[config.mk]
export PLATFORM = sky130hd
export DESIGN_NAME = brick_field_flat
export DESIGN_NICKNAME = d
export VERILOG_FILES = /design/src/rtl/brick_field_if.sv /design/src/rtl/brick_field.sv /design/src/flat_wrapper.sv
export SDC_FILE = /design/constraint.sdc
export NUM_CORES = 1
export LEC_CHECK = 0
export CORE_MARGIN = 1
export CORE_UTILIZATION = 30
export CTS_BUF_LIST = sky130_fd_sc_hd__clkbuf_8
export CTS_CLUSTER_SIZE = 25
export DETAILED_ROUTE_END_ITERATION = 8
export MAX_ROUTING_LAYER = met4
export PLACE_DENSITY_LB_ADDON = 0.12
export SETUP_SLACK_MARGIN = 0.1
export SLEW_MARGIN = 25
export SYNTH_ARGS = -nofsm -noshare
export SYNTH_HDL_FRONTEND = slang
export SYNTH_SLANG_ARGS = --single-unit
[constraint.sdc]
create_clock -name Clk -period 7.7 [get_ports Clk]
set_input_delay 1.155 -clock Clk [delete_from_list [all_inputs] [get_ports Clk]]
set_output_delay 1.155 -clock Clk [all_outputs]
set_load 0.005 [all_outputs]
[src/rtl/brick_field_if.sv]
// Playfield bus between brick_field (slave) and its driver (master): ball/paddle inputs in,
// brick layout, bounce pulses and score out. Pure wiring, no latency, no backpressure.
interface brick_field_if;
    logic        frame_clk;
    logic        new_game;
    logic [9:0]  BallX;
    logic [9:0]  BallY;
    logic [9:0]  Ball_size;
    logic [9:0]  PaddleX;
    logic [8:0]  brick_exists;
    logic [99:0] brick_x_vals;
    logic [99:0] brick_y_vals;
    logic [9:0]  brick_width;
    logic [9:0]  brick_height;
    logic        hit_x;
    logic        hit_y;
    logic        hit_paddle;
    logic [7:0]  score;
    logic        level_clear;

    modport master (
        output frame_clk, new_game, BallX, BallY, Ball_size, PaddleX,
        input  brick_exists, brick_x_vals, brick_y_vals, brick_width, brick_height,
        input  hit_x, hit_y, hit_paddle, score, level_clear
    );

    modport slave (
        input  frame_clk, new_game, BallX, BallY, Ball_size, PaddleX,
        output brick_exists, brick_x_vals, brick_y_vals, brick_width, brick_height,
        output hit_x, hit_y, hit_paddle, score, level_clear
    );
endinterface

[src/rtl/brick_field.sv]
// Breakout brick array + paddle slot: per frame, scans 10 slots against the latched ball box.
// Results registered 12 Clk after frame_tick; no backpressure, frame ticks during a scan are dropped.
module brick_field #(
    parameter int BRICK_W   = 120,
    parameter int BRICK_H   = 20,
    parameter int COL_X0    = 80,
    parameter int COL_X1    = 260,
    parameter int COL_X2    = 440,
    parameter int ROW_Y0    = 40,
    parameter int ROW_Y1    = 70,
    parameter int ROW_Y2    = 100,
    parameter int PADDLE_Y  = 440,
    parameter int PADDLE_X0 = 260
) (
    input  logic         Clk,
    input  logic         Reset,
    brick_field_if.slave bus
);

    // Slot i lives at bits [10i+9:10i]; slot 0 is row 0 / column 0.
    localparam logic [89:0] BRICK_XS = {
        10'(COL_X2), 10'(COL_X1), 10'(COL_X0),
        10'(COL_X2), 10'(COL_X1), 10'(COL_X0),
        10'(COL_X2), 10'(COL_X1), 10'(COL_X0)
    };
    localparam logic [89:0] BRICK_YS = {
        10'(ROW_Y2), 10'(ROW_Y2), 10'(ROW_Y2),
        10'(ROW_Y1), 10'(ROW_Y1), 10'(ROW_Y1),
        10'(ROW_Y0), 10'(ROW_Y0), 10'(ROW_Y0)
    };
    localparam logic [9:0]  PX_MAX = 10'(640 - BRICK_W);
    localparam logic [3:0]  PADDLE_IDX = 4'd9;

    typedef enum logic [1:0] {IDLE, SCAN, DONE} state_t;

    state_t      state, state_nxt;
    logic [2:0]  fsync;
    logic        frame_tick;
    logic [9:0]  lat_bx, lat_by, lat_sz, lat_px;
    logic [3:0]  idx, hit_idx;
    logic        hit_flag, hit_dir_x;
    logic [8:0]  exists;
    logic [9:0]  paddle_x;
    logic [7:0]  score_q;
    logic        hit_x_q, hit_y_q, hit_p_q;
    logic [9:0]  px_clamped;
    logic [6:0]  base;
    logic [10:0] lo_x, hi_x, lo_y, hi_y, slot_x, slot_y;
    logic        slot_live, overlap, side_hit;

    // frame_clk crosses in through two flops; the third flop gives the edge reference.
    always_ff @(posedge Clk or posedge Reset) begin
        if (Reset) begin
            fsync      <= '0;
            frame_tick <= 1'b0;
        end else begin
            fsync      <= {fsync[1:0], bus.frame_clk};
            frame_tick <= fsync[1] & ~fsync[2];
        end
    end

    always_comb begin
        px_clamped = bus.PaddleX;
        if (({1'b0, bus.PaddleX} + 11'(BRICK_W)) > 11'd640) px_clamped = PX_MAX;
    end

    always_comb begin
        lo_x = (lat_bx >= lat_sz) ? ({1'b0, lat_bx} - {1'b0, lat_sz}) : 11'd0;
        lo_y = (lat_by >= lat_sz) ? ({1'b0, lat_by} - {1'b0, lat_sz}) : 11'd0;
        hi_x = {1'b0, lat_bx} + {1'b0, lat_sz};
        hi_y = {1'b0, lat_by} + {1'b0, lat_sz};
        base = (idx < PADDLE_IDX) ? 7'(idx) * 7'd10 : 7'd0;
        if (idx == PADDLE_IDX) begin
            slot_x    = {1'b0, lat_px};
            slot_y    = 11'(PADDLE_Y);
            slot_live = 1'b1;
        end else begin
            slot_x    = {1'b0, BRICK_XS[base +: 10]};
            slot_y    = {1'b0, BRICK_YS[base +: 10]};
            slot_live = |(exists & (9'd1 << idx));
        end
        overlap  = slot_live
                 && (hi_x >= slot_x) && (lo_x < slot_x + 11'(BRICK_W))
                 && (hi_y >= slot_y) && (lo_y < slot_y + 11'(BRICK_H));
        side_hit = ({1'b0, lat_by} >= slot_y) && ({1'b0, lat_by} < slot_y + 11'(BRICK_H));
    end

    always_ff @(posedge Clk or posedge Reset) begin
        if (Reset) state <= IDLE;
        else       state <= state_nxt;
    end

    always_comb begin
        state_nxt = state;
        unique case (state)
            IDLE:    if (frame_tick) state_nxt = SCAN;
            SCAN:    if (idx == PADDLE_IDX) state_nxt = DONE;
            DONE:    state_nxt = IDLE;
            default: state_nxt = IDLE;
        endcase
        if (bus.new_game) state_nxt = IDLE;
    end

    always_ff @(posedge Clk or posedge Reset) begin
        if (Reset) begin
            lat_bx    <= '0;
            lat_by    <= '0;
            lat_sz    <= '0;
            lat_px    <= 10'(PADDLE_X0);
            idx       <= '0;
            hit_idx   <= '0;
            hit_flag  <= 1'b0;
            hit_dir_x <= 1'b0;
            exists    <= 9'h1FF;
            paddle_x  <= 10'(PADDLE_X0);
            score_q   <= '0;
            hit_x_q   <= 1'b0;
            hit_y_q   <= 1'b0;
            hit_p_q   <= 1'b0;
        end else begin
            hit_x_q <= 1'b0;
            hit_y_q <= 1'b0;
            hit_p_q <= 1'b0;
            if (bus.new_game) begin
                exists   <= 9'h1FF;
                score_q  <= '0;
                hit_flag <= 1'b0;
            end else begin
                unique case (state)
                    IDLE: if (frame_tick) begin
                        lat_bx   <= bus.BallX;
                        lat_by   <= bus.BallY;
                        lat_sz   <= bus.Ball_size;
                        lat_px   <= px_clamped;
                        idx      <= '0;
                        hit_flag <= 1'b0;
                    end
                    SCAN: begin
                        idx <= idx + 4'd1;
                        if (!hit_flag && overlap) begin
                            hit_flag  <= 1'b1;
                            hit_idx   <= idx;
                            hit_dir_x <= side_hit;
                        end
                    end
                    DONE: begin
                        paddle_x <= lat_px;
                        if (hit_flag && hit_idx == PADDLE_IDX) begin
                            hit_p_q <= 1'b1;
                            hit_y_q <= 1'b1;
                        end else if (hit_flag) begin
                            exists  <= exists & ~(9'd1 << hit_idx);
                            if (score_q != 8'hFF) score_q <= score_q + 8'd1;
                            hit_x_q <= hit_dir_x;
                            hit_y_q <= ~hit_dir_x;
                        end
                    end
                    default: ;
                endcase
            end
        end
    end

    assign bus.brick_exists = exists;
    assign bus.brick_x_vals = {paddle_x, BRICK_XS};
    assign bus.brick_y_vals = {10'(PADDLE_Y), BRICK_YS};
    assign bus.brick_width  = 10'(BRICK_W);
    assign bus.brick_height = 10'(BRICK_H);
    assign bus.hit_x        = hit_x_q;
    assign bus.hit_y        = hit_y_q;
    assign bus.hit_paddle   = hit_p_q;
    assign bus.score        = score_q;
    assign bus.level_clear  = (exists == 9'd0);

endmodule

[src/flat_wrapper.sv]
// flat-port wrapper written by rule: the top's interface ports become plain ports
module brick_field_flat 
#(
    parameter int BRICK_W   = 120,
    parameter int BRICK_H   = 20,
    parameter int COL_X0    = 80,
    parameter int COL_X1    = 260,
    parameter int COL_X2    = 440,
    parameter int ROW_Y0    = 40,
    parameter int ROW_Y1    = 70,
    parameter int ROW_Y2    = 100,
    parameter int PADDLE_Y  = 440,
    parameter int PADDLE_X0 = 260
)
  (Clk, Reset, bus_frame_clk, bus_new_game, bus_BallX, bus_BallY, bus_Ball_size, bus_PaddleX, bus_brick_exists, bus_brick_x_vals, bus_brick_y_vals, bus_brick_width, bus_brick_height, bus_hit_x, bus_hit_y, bus_hit_paddle, bus_score, bus_level_clear);
  brick_field_if bus_i ();
  input  logic Clk;
  input  logic Reset;
  input wire logic [$bits(bus_i.frame_clk)-1:0] bus_frame_clk;
  input wire logic [$bits(bus_i.new_game)-1:0] bus_new_game;
  input wire logic [$bits(bus_i.BallX)-1:0] bus_BallX;
  input wire logic [$bits(bus_i.BallY)-1:0] bus_BallY;
  input wire logic [$bits(bus_i.Ball_size)-1:0] bus_Ball_size;
  input wire logic [$bits(bus_i.PaddleX)-1:0] bus_PaddleX;
  output wire logic [$bits(bus_i.brick_exists)-1:0] bus_brick_exists;
  output wire logic [$bits(bus_i.brick_x_vals)-1:0] bus_brick_x_vals;
  output wire logic [$bits(bus_i.brick_y_vals)-1:0] bus_brick_y_vals;
  output wire logic [$bits(bus_i.brick_width)-1:0] bus_brick_width;
  output wire logic [$bits(bus_i.brick_height)-1:0] bus_brick_height;
  output wire logic [$bits(bus_i.hit_x)-1:0] bus_hit_x;
  output wire logic [$bits(bus_i.hit_y)-1:0] bus_hit_y;
  output wire logic [$bits(bus_i.hit_paddle)-1:0] bus_hit_paddle;
  output wire logic [$bits(bus_i.score)-1:0] bus_score;
  output wire logic [$bits(bus_i.level_clear)-1:0] bus_level_clear;
  assign bus_i.frame_clk = bus_frame_clk;
  assign bus_i.new_game = bus_new_game;
  assign bus_i.BallX = bus_BallX;
  assign bus_i.BallY = bus_BallY;
  assign bus_i.Ball_size = bus_Ball_size;
  assign bus_i.PaddleX = bus_PaddleX;
  assign bus_brick_exists = bus_i.brick_exists;
  assign bus_brick_x_vals = bus_i.brick_x_vals;
  assign bus_brick_y_vals = bus_i.brick_y_vals;
  assign bus_brick_width = bus_i.brick_width;
  assign bus_brick_height = bus_i.brick_height;
  assign bus_hit_x = bus_i.hit_x;
  assign bus_hit_y = bus_i.hit_y;
  assign bus_hit_paddle = bus_i.hit_paddle;
  assign bus_score = bus_i.score;
  assign bus_level_clear = bus_i.level_clear;
  brick_field #(.BRICK_W(BRICK_W), .BRICK_H(BRICK_H), .COL_X0(COL_X0), .COL_X1(COL_X1), .COL_X2(COL_X2), .ROW_Y0(ROW_Y0), .ROW_Y1(ROW_Y1), .ROW_Y2(ROW_Y2), .PADDLE_Y(PADDLE_Y), .PADDLE_X0(PADDLE_X0)) u_core (.Clk(Clk), .Reset(Reset), .bus(bus_i));
endmodule
==> metrics, run 1 <==
DP HPWL 23600 um; post-cts sizing count 0; Non-Filler Instances 1781; post-synthesis sequential area ratio between 20% and 30%; DIE WIDTH 187 um; status finished clean; final core occ around 33%; Synth Area per Inst slightly above 8 sq um; Longest Clk Path Bufs 2; Placed Instances between 1500 and 2000; DR pass1 iterations 7; vias per cell between 4 and 5; GRT Resource Usage Total 17.5%; vias post-DR 8501; R2R depth 26; Max VDD drop 0.000104 V; Finish-stage setup viols 0; first-pass GRT wire length between 40000 and 50000 um; # H-tree levels 3; RePlAce Congestion ~0.95; Logic pwr share roughly two thirds; Starting Density approximately 30%; Crit Path Max Fanout 16; root buffer cell clkbuf_8; Yosys reg bits 86; synth unique cells 85; row count 67; skew final 0.0179 ns; crit path DAT about 6.7 ns; area of the core 0.0337 sq mm; setup ws final 1.33 ns; die area 0.0351 sq mm; YS warnings 0; final period utilization roughly 83%; Layout area overhead 6.26%; switching pwr roughly 1.4 mW; most frequent cells in the layout 210 x conb_1, 149 x nand2_1, 120 x ha_1; CP Capture Type register; vias in the first global route between 8000 and 9000; postcts setup bufs 0; leading cell type in the layout, fill and taps excluded conb_1; CP startpoint kind register; Clock power frac 12.2%; Tightest Pin Transition just under 0.9 ns; post-DR wirelength/cell between 15 and 20 um; ys async rst share 100%; total of max-cap violations 0; GR Overflow Total 0; Remaining DRCs 0; min Tclk post-route approximately 6.4 ns; final hold vios 0; fmax approximately 160 MHz; ANT cells 0; final slew viol count 0; top cells by area, synth dfrtp_1 18%, buf_4 16%, ha_1 15%; pin count of the biggest net entering global routing 50; PortBufs 74; Boundary Pins around 290; clock-pin slew on the worst setup and hold paths roughly 0.09 ns; initial antenna violation count 0; share of cells above drive strength 1 under 10%; CP required approximately 8 ns; setup tns final 0 ns; Int Pwr around 1.4 mW; Iteration-0 DRC Markers 470; ANT nets after route 0; LEAKAGE 5.01 nW; critical path class register to register; Layout Nets approximately 1500; switching share of total power between 50% and 60%; hold bufs inserted after CTS 0; clk_lat worst skew approximately 0.39 ns; EDFF count, synth 0; most common flop cell mapped by yosys dfrtp_1; cell count after synthesis between 1000 and 1500; Routed WL slightly above 30000 um; CTS tree yes; PD cells ~260 mW/mm^2; top-area cell type share of the netlist area roughly 18%; Yosys top cell by area dfrtp_1; Max transition margin about 40%; Die H between 150 and 200 um; hold crit path type register to register; synthesized area 0.0103 sq mm; post-place setup slack roughly 1.4 ns; # fillers about 3600; clk sinks 86; Worst Hold Depth 0; RSZ-0062 raised after global routing false; Flop pwr share a little over 20%; CTS buffer count 9
[cell families after synthesis]
group / after synthesis / share of synthesized area, %
DFF: 86 / 21.0
other: 2 / 0.0728
buffers and inverters: 318 / 19.6
adders and majority gates: 125 / 15.5
and+or+nand+nor: 391 / 18.2
xor gates and xnor gates: 44 / 3.74
AOI/OAI and AO/OA: 286 / 18.7
muxes: 26 / 3.16
[per-layer routing]
metal / share of wire, % / global-route usage, % / routed length [um]
met1: 46 / 22.6 / 13800
met3: 4.5 / 2.21 / 1370
met5: 0 / - / 0
met4: 3.9 / 8.38 / 1190
met2: 46 / 26.9 / 13800
[critical path: stages (launching register included)]
cell      delay [ns]
dfrtp_1         0.58
inv_1           0.29
ha_1            0.27
nor2b_4         0.40
nor2_1          0.11
nor2_1          0.29
inv_1           0.16
ha_1            0.34
buf_4           0.20
mux2i_1         0.13
a211oi_1        0.11
nor3_1          0.53
inv_1           0.18
ha_1            0.25
inv_1           0.08
and2_1          0.14
nor2_1          0.06
xor2_1          0.21
ha_1            0.28
nand2_1         0.11
nor2_1          0.06
a211oi_1        0.24
o221ai_1        0.18
a211oi_2        0.24
o221ai_2        0.12
a211o_4         0.39
mux2_4          0.31
[final timing paths]
kind                                  from                   to  slack (ns)
max                          u_core.idx[0]    u_core.hit_idx[2]        1.33
min                        u_core.fsync[0]      u_core.fsync[1]        0.37
max reg2reg                  u_core.idx[0]    u_core.hit_idx[2]        1.33
min reg2reg                u_core.fsync[0]      u_core.fsync[1]        0.37
max in group asynchronous            Reset     u_core.lat_by[7]        5.45
min in group asynchronous            Reset  u_core.bus.score[3]        1.15
[metrics by stage]
stage          hold slack (ns)  power, mW  area [sq um]
6_report                 0.368       2.87         11000
2_1_floorplan            0.331       2.03         11100
5_1_grt                  0.396       3.15         11000
4_1_cts                  0.372       2.89         11000
3_5_place_dp             0.350       2.52         10800
3_3_place_gp             0.349       2.53         10700
[power by group through the flow]
stage | combinational, mW | clock, mW | sequential (mW)
after floorplan | 1.48 | 0 | 0.556
after global placement | 1.94 | 0 | 0.598
after detailed placement | 1.92 | 0 | 0.597
after CTS | 1.93 | 0.366 | 0.588
after global routing | 2.17 | 0.385 | 0.598
final | 1.93 | 0.349 | 0.587
[Yosys cell counts (18+ instances only)]
library cell,count
clkbuf_1,36
buf_4,213
nor3_1,32
nand2_1,149
nand2b_1,24
nor2_1,81
a21oi_1,70
inv_1,49
o21ai_0,55
xnor2_1,29
ha_1,120
a21o_1,18
dfrtp_1,73
nand3_1,21
[final cells by class]
type	instances	area, sq um	area share [%]
multi-input combinational	1082	6910	63.1
timing repair buffer	97	911	8.31
tap	448	561	5.12
inverter	52	198	1.80
clock buffer	9	124	1.13
clock inverter	7	80.1	0.731
sequential	86	2170	19.8
[flip-flops by register name (all words and copies together), names as in the netlist, 2 cells and up]
signal                   flops
u_core.hit_idx               4
u_core.lat_bx               10
u_core.lat_px               10
u_core.lat_sz               10
u_core.state                 2
u_core.lat_by               10
u_core.idx                   4
u_core.paddle_x             10
u_core.fsync                 3
u_core.bus.brick_exists      9
u_core.bus.score             8
No activity file was read; power rests on OpenSTA's default activity.
==> run 2, diff against run 1 <==
clock period = 5.56 ns   (was 7.7 ns; I/O delays follow)
==> run 2 against run 1 <==
Sequential share of layout area fell by 0.98 points. Register-to-register slack got worse by 0.94 ns. Sequential cell count did not move. Hold slack got worse by 0.011 ns. Largest cell class unchanged. Clock power rose by 20%. Highest routed layer unchanged. Largest power group unchanged. Non-clock buffer count rose by 65. Critical endpoint is now u_core.hit_idx[3].
==> metrics, run 2 (synthesis gave the netlist of run 1 again) <==
GR Overflow Total 0; DR pass1 iterations 5; Routed WL between 30000 and 40000 um; vias in the first global route just over 8000; final hold vios 0; Iteration-0 DRC Markers 578; clk_lat worst skew 0.40 ns; root buffer cell clkbuf_8; area of the core 0.0337 sq mm; # fillers approximately 3600; switching share of total power between 40 and 50%; Layout area overhead 11.9%; Remaining DRCs 0; DIE WIDTH roughly 190 um; share of cells above drive strength 1 a little over an eighth; post-DR wirelength/cell 16.7 um; Fin Hold WS approximately 0.36 ns; ANT cells 0; clock-pin slew on the worst setup and hold paths around 0.10 ns; CP Capture Type register; status finished clean; final core occ about a third; Max transition margin just over 40%; hold crit path type register to register; R2R Path End u_core.hit_idx[3]; vias post-DR 8736; Starting Density a little under a third; Boundary Pins between 200 and 300; RSZ-0062 raised after global routing false; Multi-input gate area approximately 0.007 sq mm; PortBufs 74; most frequent cells in the layout 210 x conb_1, 148 x nand2_1, 114 x ha_1; hold endpoint u_core.fsync[1]; pin count of the biggest net entering global routing 48; Worst Hold Depth 0; R2R depth 27; Tightest Pin Transition slightly below 0.9 ns; register area 0.00217 sq mm; clk sinks 86; ANT nets after route 0; PD cells 365 mW/mm^2; CP startpoint kind register; FF-to-FF Start u_core.idx[1]; fmax between 150 and 200 MHz; critical path class register to register; Clock power frac under 10%; skew final between 0.02 and 0.025 ns; Crit Path Max Fanout 6; Flop pwr share a little under a fifth; Power, Total approximately 4.2 mW; R2R setup slack between 0.3 and 0.4 ns; RePlAce Congestion ~0.92; CTS tree yes; first-pass GRT wire length between 40000 and 50000 um; DP HPWL 24800 um; # H-tree levels 3; switching pwr around 2.1 mW; leading cell type in the layout, fill and taps excluded conb_1; total of max-cap violations 0; CP required 5.83 ns; Max VDD drop 0.000128 V; Int Pwr between 2 and 2.5 mW; Logic pwr share around 71%; setup tns final 0 ns; hold bufs inserted after CTS 0; post-place setup slack -0.0285 ns; crit path DAT about 5.5 ns; GRT Resource Usage Total a little under a fifth; CTS buffer count 9; initial antenna violation count 0; Finish-stage setup viols 0; Hold Startpoint u_core.fsync[0]; row count 67; final period utilization 93.1%; Die H roughly 190 um; die area ~0.035 sq mm; final slew viol count 0; LEAKAGE around 5.3 nW; Longest Clk Path Bufs 2; vias per cell 4.73; Layout Nets about 1600; min Tclk post-route approximately 5.2 ns; setup ws final roughly 0.38 ns
## run 2: per-layer routing
layer  part of all wire, %  global-route usage [%]  vias up
li1                      -                       -     4273
met1                    50                    25.8     4143
met2                    44                    27.1      284
met3                   3.7                    1.33       36
met4                   2.1                    5.60        0
met5                     0                       -        -
## run 2: critical path: stages (launching register included)
cell      delay, ns
dfrtp_2        0.44
inv_2          0.06
ha_2           0.17
nor2b_4        0.18
o21ai_1        0.11
buf_4          0.17
inv_2          0.09
ha_2           0.18
nand2b_1       0.10
and2_1         0.17
mux4_2         0.48
a31oi_1        0.17
nor2_1         0.07
inv_1          0.07
ha_2           0.19
inv_1          0.05
and2_1         0.15
nor3_2         0.18
xor2_1         0.23
ha_1           0.28
nand3_1        0.07
nand2_1        0.10
a22oi_1        0.20
o221ai_1       0.15
a211oi_2       0.19
o221ai_2       0.14
a211o_4        0.37
mux2_4         0.31
## run 2: cell type report
class	count	share of cell area, %
clock inverters	7	0.434
clock buffers	9	1.07
repair buffers	162	12.2
inverters	52	1.70
flip-flops and latches	86	18.8
well taps	448	4.86
multi-input cells	1082	60.9
## run 2: worst max-delay path by stage
stage / to / cells after the start / start
6_report: u_core.hit_idx[3] / 27 / u_core.idx[1]
2_1_floorplan: u_core.hit_dir_x / 28 / u_core.idx[1]
3_5_place_dp: u_core.hit_idx[2] / 22 / u_core.idx[1]
3_3_place_gp: u_core.hit_idx[3] / 22 / u_core.idx[1]
4_1_cts: u_core.hit_idx[3] / 27 / u_core.idx[1]
5_1_grt: u_core.hit_dir_x / 21 / u_core.idx[1]
## run 2: through the flow
step | instance area [sq um] | cells
final | 11500 | 1846
after global routing | 11500 | 1846
after CTS | 11400 | 1840
after detailed placement | 11200 | 1823
after global placement | 11200 | 1823
after floorplan | 11100 | 1486
## run 2: repair_timing
| item | in CTS | in global routing |
|---|---|---|
| setup endpoints to repair | 5 | 6 |
| gates cloned | 0 | 0 |
| gates resized for setup | 5 | 24 |
| setup buffers | 1 | 5 |
| pin swaps | 0 | 10 |
## run 2: power groups by stage
stage | Sequential, mW | Combinational [mW] | Clock [mW]
4_1_cts | 0.799 | 2.93 | 0.441
3_3_place_gp | 0.810 | 2.93 | 0
2_1_floorplan | 0.770 | 2.05 | 0
6_report | 0.798 | 2.99 | 0.418
5_1_grt | 0.812 | 3.34 | 0.467
3_5_place_dp | 0.811 | 2.90 | 0
==> run 3, diff against run 2 <==
TNS_END_PERCENT = 30   (was unset)
==> results of run 3 <==
Same layout as run 2: the final DEF is identical, and so are final timing and power.
